==> config.mk <==
export PLATFORM = sky130hd
export DESIGN_NAME = aes_inv_shift_mix
export DESIGN_NICKNAME = d
export VERILOG_FILES = /design/src/rtl/aes_inv_shift_mix.sv
export SDC_FILE = /design/constraint.sdc
export NUM_CORES = 1
export LEC_CHECK = 0
export CORE_UTILIZATION = 35
export CTS_BUF_LIST = sky130_fd_sc_hd__clkbuf_4 sky130_fd_sc_hd__clkbuf_8
export DETAILED_ROUTE_END_ITERATION = 6
export PLACE_DENSITY = 0.58
export SYNTH_ARGS = -nofsm -noshare
export SYNTH_HDL_FRONTEND = slang
export SYNTH_SLANG_ARGS = --single-unit
==> constraint.sdc <==
create_clock -name clk -period 8.95 [get_ports clk]
set_input_delay 0.895 -clock clk [delete_from_list [all_inputs] [get_ports clk]]
set_output_delay 0.895 -clock clk [all_outputs]
set_load 0.02 [all_outputs]
==> src/rtl/aes_inv_shift_mix.sv <==
// aes_inv_shift_mix: multi-cycle AES decryption round helper.
// Applies InvShiftRows at capture, then InvMixColumns one column per cycle.
// The skip_mix_i path (final round) bypasses InvMixColumns.
// Optional macro AES_INV_PIPE_ACCEPT_EN lets a new block be accepted on the
// same edge that the finished block retires.
module aes_inv_shift_mix (
  input  logic         clk,
  input  logic         rst_n,
  input  logic         in_valid_i,
  output logic         in_ready_o,
  input  logic [127:0] in_state_i,
  input  logic         skip_mix_i,
  output logic         out_valid_o,
  input  logic         out_ready_i,
  output logic [127:0] out_state_o,
  output logic         busy_o
);

  // Fixed at 4; only sizes the column counter.
  localparam int unsigned NUM_COLS = 4;
  localparam int unsigned ColW     = $clog2(NUM_COLS);

  // Element NUM_COLS-1 holds the MSBs, i.e. column 0.
  typedef logic [NUM_COLS-1:0][31:0] state_t;

  typedef enum logic [1:0] {StIdle, StBusy, StSkip, StDone} state_e;

  state_e          state_q;
  logic [ColW-1:0] col_q;
  state_t          shift_q;
  state_t          out_q;
  logic [127:0]    shifted;
  logic            accept;

  function automatic logic [7:0] xtime(input logic [7:0] b);
    return {b[6:0], 1'b0} ^ (b[7] ? 8'h1b : 8'h00);
  endfunction

  // InvMixColumns on one column using xtime chains: 9=8+1, b=8+2+1, d=8+4+1, e=8+4+2.
  function automatic logic [31:0] inv_mix_col(input logic [31:0] col);
    logic [7:0] b  [4];
    logic [7:0] x2 [4];
    logic [7:0] x4 [4];
    logic [7:0] x8 [4];
    logic [7:0] m9 [4];
    logic [7:0] mb [4];
    logic [7:0] md [4];
    logic [7:0] me [4];
    for (int k = 0; k < 4; k++) begin
      b[k]  = col[31-8*k -: 8];
      x2[k] = xtime(b[k]);
      x4[k] = xtime(x2[k]);
      x8[k] = xtime(x4[k]);
      m9[k] = x8[k] ^ b[k];
      mb[k] = x8[k] ^ x2[k] ^ b[k];
      md[k] = x8[k] ^ x4[k] ^ b[k];
      me[k] = x8[k] ^ x4[k] ^ x2[k];
    end
    return {me[0] ^ mb[1] ^ md[2] ^ m9[3],
            m9[0] ^ me[1] ^ mb[2] ^ md[3],
            md[0] ^ m9[1] ^ me[2] ^ mb[3],
            mb[0] ^ md[1] ^ m9[2] ^ me[3]};
  endfunction

  // InvShiftRows: row r rotates right by r columns.
  always_comb begin
    shifted = '0;
    for (int c = 0; c < 4; c++) begin
      for (int r = 0; r < 4; r++) begin
        shifted[127-8*(r+4*c) -: 8] = in_state_i[127-8*(r+4*((c-r+4)%4)) -: 8];
      end
    end
  end

  // Input handshake readiness; pipelined build also accepts while retiring in DONE.
  always_comb begin
    in_ready_o = (state_q == StIdle);
`ifdef AES_INV_PIPE_ACCEPT_EN
    if (state_q == StDone) in_ready_o = out_ready_i;
`endif
  end

  assign accept      = in_valid_i & in_ready_o;
  assign out_valid_o = (state_q == StDone);
  assign busy_o      = (state_q == StBusy);
  assign out_state_o = out_q;

  // Control FSM and datapath registers; a capture takes priority over retiring.
  always_ff @(posedge clk or negedge rst_n) begin
    if (!rst_n) begin
      state_q <= StIdle;
      col_q   <= '0;
      shift_q <= '0;
      out_q   <= '0;
    end else if (accept) begin
      shift_q <= shifted;
      col_q   <= '0;
      state_q <= skip_mix_i ? StSkip : StBusy;
    end else begin
      case (state_q)
        StIdle: ;
        StBusy: begin
          // With 4 columns, ~col_q == NUM_COLS-1-col_q selects column col_q.
          out_q[~col_q] <= inv_mix_col(shift_q[~col_q]);
          col_q         <= col_q + 1'b1;
          if (col_q == ColW'(NUM_COLS - 1)) state_q <= StDone;
        end
        // Skip path presents the shifted state one edge after capture.
        StSkip: begin
          out_q   <= shift_q;
          state_q <= StDone;
        end
        StDone: if (out_ready_i) state_q <= StIdle;
        default: state_q <= StIdle;
      endcase
    end
  end

endmodule

# After elaboration in Yosys (flattened, before gate mapping)
# Cells that the tools add are included.
[word_totals] register_bits=260 latch_bits=0 mem_bits_rw=0 romBits=0 in_bits=133 word_cells=102 memories=0
[op_classes] addsub=1 n_mul=0 n_div=0 order_cmp=2 n_eq_ne=6 shift=0 mux=25 n_bitwise=51 n_reduce_logical=7
[op_table] cell="$xor A8 B8 Y8" n=36
[op_table] cell="$pmux W128 S2" n=1
[op_table] cell="$bwmux W128" n=1
[op_table] cell="$xor A8 B5 Y8" n=12
[op_table] cell="$bmux W32 S2" n=1
[op_table] cell="$demux W32 S2" n=1
[op_table] cell="$mux W32" n=2
[op_table] cell="$mux W5" n=12
[op_table] cell="$mux W2" n=6
[op_table] cell="$eq A2 B2 Y1 const B" n=3
[op_table] cell="$ne A3 B1 Y1 const B" n=2
[op_table] cell="$pmux W2 S3" n=1
[op_table] cell="$reduce_bool A2 Y1" n=2
[op_table] cell="$reduce_bool A4 Y1" n=1
[op_table] cell="$lt A2 B3 Y1 const B" n=1
[op_table] cell="$reduce_and A3 Y1" n=1
[op_table] cell="$add A2 B1 Y2 const B" n=1
[op_table] cell="$eq A2 B1 Y1 const B" n=1
[op_table] cell="$ge A2 B1 Y1 const B" n=1
[op_table] cell="$logic_not A2 Y1" n=1
[op_table] cell="$not A2 Y2" n=1
[op_table] cell="$reduce_and A2 Y1" n=1
[op_table] cell="$and A1 B1 Y1" n=1
[op_table] cell="$logic_and A1 B1 Y1" n=1
[op_table] cell="$not A1 Y1" n=1

# Longest topological paths before layout
[logic_depth] depth_word=16 mapped_depth=10 mapped_depth_nobuf=8

# Least setup slack after synthesis
# Ideal clock, no wire load.
[synth_path] kind="flip-flop to flip-flop" from="register col_q[0]" to="register out_q (netlist bit out_state_o[21])" setup_time_ns=0.094 arrival_time_ns=2.828 t_required_ns=8.856 path_slack_ns=6.029 path_stages_with_launch=10 n_path_buf=3 period_less_slack_ns=2.921 path_cell_list="dfrtp_1 > buf_6 > buf_12 > buf_6 > mux4_2 > xor2_1 > xnor3_1 > xor2_1 > xnor2_1 > a211oi_1"
[synth_between] elab_chain_len=14
[synth_rtl] element="from (decl)" line="29" text="logic [ColW-1:0] col_q;"
[synth_rtl] element="from (signal assigned)" line="105" text="col_q <= col_q + 1'b1;"
[synth_rtl] element="$not A2 Y2 (*)" line="104" text="out_q[~col_q] <= inv_mix_col(shift_q[~col_q]);"
[synth_rtl] element="$bmux W32 S2" line="104"
[synth_rtl] element="$mux W32 (implied by the code)" line="104"
[synth_rtl] element="$mux W5 or $xor A8 B5 Y8 (tied branches)" line="36" text="return {b[6:0], 1'b0} ^ (b[7] ? 8'h1b : 8'h00);"
[synth_rtl] element="$xor A8 B5 Y8 or $mux W5 (tied branches)" line="36"
[synth_rtl] element="$xor A8 B5 Y8 (2 in a row)" line="36"
[synth_rtl] element="$xor A8 B8 Y8 (2 in a row)" line="57" text="me[k] = x8[k] ^ x4[k] ^ x2[k];"
[synth_rtl] element="$xor A8 B8 Y8 (3 in a row)" line="60" text="m9[0] ^ me[1] ^ mb[2] ^ md[3],"
[synth_rtl] element="$bwmux W128 (*)" line="104"
[synth_rtl] element="$pmux W128 S2 (*)" line="100" text="case (state_q)"
[synth_rtl] element="to (signal, indexed assignment)" line="104"
[synth_rtl] element="to (signal assigned)" line="110" text="out_q <= shift_q;"
[synth_rtl] element="to (decl)" line="31" text="state_t out_q;"
# Every way passes the cells marked *; elsewhere a longest branch is shown, timed or not. The select of a mux whose other input is x is not followed.
# A chain may end at the register's enable or synchronous reset.

# Final worst setup path
[layout_path] from="register col_q[0]" to="register out_q (netlist bit out_state_o[90])"
[layout_between] elab_chain_len=14
[layout_rtl] element="$not A2 Y2 (*)" line="104"
[layout_rtl] element="$bmux W32 S2" line="104"
[layout_rtl] element="$mux W32 (implied by the code)" line="104"
[layout_rtl] element="$mux W5 or $xor A8 B5 Y8 (tied branches)" line="36"
[layout_rtl] element="$xor A8 B5 Y8 or $mux W5 (tied branches)" line="36"
[layout_rtl] element="$xor A8 B5 Y8 (2 in a row)" line="36"
[layout_rtl] element="$xor A8 B8 Y8, on equally long branches (2 in a row)" line="57, 55"
[layout_rtl] element="$xor A8 B8 Y8 (3 in a row)" line="59" text="return {me[0] ^ mb[1] ^ md[2] ^ m9[3],"
[layout_rtl] element="$bwmux W128 (*)" line="104"
[layout_rtl] element="$pmux W128 S2 (*)" line="100"
# Marked as above.

==> run metrics <==
result of the run finished clean; launch instance of the worst register-to-register path col_q[0]; flip-flop and latch count after synthesis 260; area fraction in compound gates after synthesis 12.9%; Clock H-tree levels 2; CTS tree built; TritonRoute pass-1 iters 5; vias after detailed routing 10300; critical path startpoint category register; worst-path fanout max 36; Final Wtd Congestion 0.905; Critical Path AT 4.32 ns; Clock Skews 0.0224 ns; drc violations 0; share of post-route cells with drive strength above 1 20.2%; capture instance of the worst register-to-register path out_state_o[90]; Largest stage delay, worst path 0.90 ns; cell mode on critical path xnor2_1; number of I/O pins 264; leading cell types by total area after synthesis dfrtp_1, mux2_2, xnor2_1; number of max-slew violations in the final report 0; max-cap violation count 0; global routing met1 resource utilization 32.9%; actual transition at the worst max-transition pin 0.987 ns; sequential fraction of the synthesis area 47.5%; die height 200 um; Post-layout nets 1499; CP Buf/Inv Count 1; placement row count 72; Top delay family on crit path XOR/XNOR gates; final critical path time including I/O delays and setup 3.91 ns; global-route wire length before repair 67200 um; Post-Route Setup TNS 0 ns; total congestion overflow 0; total routed wirelength 45200 um; leading cell type in the layout, fill and taps excluded clkdlybuf4s50_1; Initial Utilization 35.4%; core outline area 38600 um2; CTS buffer count 47; endpoint type of the worst setup path register; Period Utilization, post-route 43.6%; hpwl dp 30700 um; clock root buffer master clkbuf_8; Diodes inserted 0; clock tree buffer depth 3; buffers inserted during post-CTS setup optimization 0; worst reg2reg path depth 7; master of the slowest instance on the critical path mux4_1; count of distinct cell types in the synthesized netlist 38; netlist area before placement 13700 um2; worst slew margin relative to its limit 34.2%; Skew-Pair Late Insertion Delay 0.60 ns; synthesized area per cell 12.3 um2; Syn Inst Count 1115; cell chain of the critical path buf_4, mux4_1, xnor2_1, xnor3_1, xnor2_1, xor2_1, a211oi_1; # clock sinks 260; Min-Delay Path Class primary input to asynchronous set/reset pin; post-synthesis net count 1257; xor-xnor portion of the synthesized cell area 15.9%; setup slack of the most critical reg-to-reg path 5.04 ns; fraction of met2 tracks used by global routing 34.4%; antenna violations before repair 0; pin count of the biggest net entering global routing 117; worst setup path startpoint col_q[0]; WL per Instance 23.7 um; dominant combinational cell family by area after synthesis XOR/XNOR gates; RSZ-0062 raised after global routing no; number of DRC violations after detailed-routing iteration 0 951; library cell with the largest summed area after synthesis dfrtp_1; final antenna-violating net count 0; required time of the critical path 9.37 ns; Area Growth Syn to Fin 29.5%; simple logic cell fraction of the synthesized area 4.02%; destination of the critical timing path out_state_o[90]; area share of the leading cell type in the synthesized netlist 47.5%; critical path depth 7; horizontal die dimension 200 um; clock slew at reported path FFs 0.06 ns; area of the die 39900 um2; most used cells in the layout excluding fill and tap cells clkdlybuf4s50_1, dfrtp_1, mux2_2; count of endpoints failing setup in the final report 0; post-cts resize count 0; number of buffer cells added on primary ports 263; multiplexer fraction of the synthesized cell area 15.9%; number of hold-slack violations in the final timing report 0; achievable frequency 256 MHz; busiest layer in global routing met2; cts hold-fix bufs 0; global-route track usage on met3 4.54%; routed vias/inst 5.41; start-to-end type of the worst setup path register to register; count of warnings emitted by yosys 0; via count of the first global-routing pass 10600; share of synthesized cell area in full adder, half adder and majority cells 0.823%; global-route usage over all layers 22.7%
==> worst min-delay path by stage <==
stage / startpoint / to / slack, ns / depth (start not counted)
global placement: shift_q[71] / shift_q[71] / 0.51 / 1
global route: rst_n / shift_q[105] / 0.43 / 1
finish: rst_n / shift_q[105] / 0.41 / 1
detailed placement: shift_q[13] / shift_q[13] / 0.52 / 1
floorplan: shift_q[33] / out_state_o[33] / 0.49 / 2
CTS: rst_n / shift_q[105] / 0.41 / 1
==> synthesized netlist by cell type, drive strengths merged <==
cell	n
o21a	1
o22ai	68
a221oi	8
a211oi	80
nor3	4
nand3	1
dfrtp	260
nand2	11
clkbuf	62
mux2	128
mux4	32
mux2i	1
xor3	2
nor2	99
xnor2	112
xor2	29
and2	5
or2	4
a21oi	121
inv	6
ha	9
xnor3	34
o22a	1
o21ai	8
nor2b	9
buf	20
==> cell families (layout without fill, tap and decap cells) <==
family	after synthesis	in the layout
xor+xnor	177	177
compound gates	287	287
fa+ha+maj	9	9
simple gates	133	133
flops	260	260
buf+inv	88	361
mux	161	161
==> layout make-up <==
cell class / count / area, um2
fillers: 3520 / 20900
well taps: 518 / 648
clock inverters: 6 / 36.3
clock buffers: 74 / 950
multi-input cells: 767 / 6830
flip-flops and latches: 260 / 6510
inverters: 6 / 22.5
repair buffers: 275 / 2730
==> routing by layer <==
layer | routed length [um] | vias up
met5 | 0 | -
met4 | 890 | 0
met3 | 3330 | 69
met2 | 20500 | 424
met1 | 20500 | 5271
li1 | - | 4552
==> through the flow <==
| step | setup slack [ns] | cells | utilization (%) | hold slack [ns] | area, um2 |
|---|---|---|---|---|---|
| 3_3_place_gp | 5.11 | 1826 | 43.3 | 0.510 | 16700 |
| 3_5_place_dp | 5.05 | 1826 | 43.3 | 0.521 | 16700 |
| 4_1_cts | 5.02 | 1906 | 45.9 | 0.413 | 17700 |
| 5_1_grt | 4.85 | 1906 | 45.9 | 0.434 | 17700 |
| 6_report | 5.04 | 1906 | 45.9 | 0.410 | 17700 |
| 2_1_floorplan | 6.03 | 1115 | - | 0.492 | 13700 |
==> sequential cells by signal, indices dropped and copies added (netlist names) <==
signal	count
out_state_o	128
shift_q	128
col_q	2
state_q	2
Power is not shown: default switching activity piles up to over one toggle a cycle in this logic, so the estimate is an artifact.
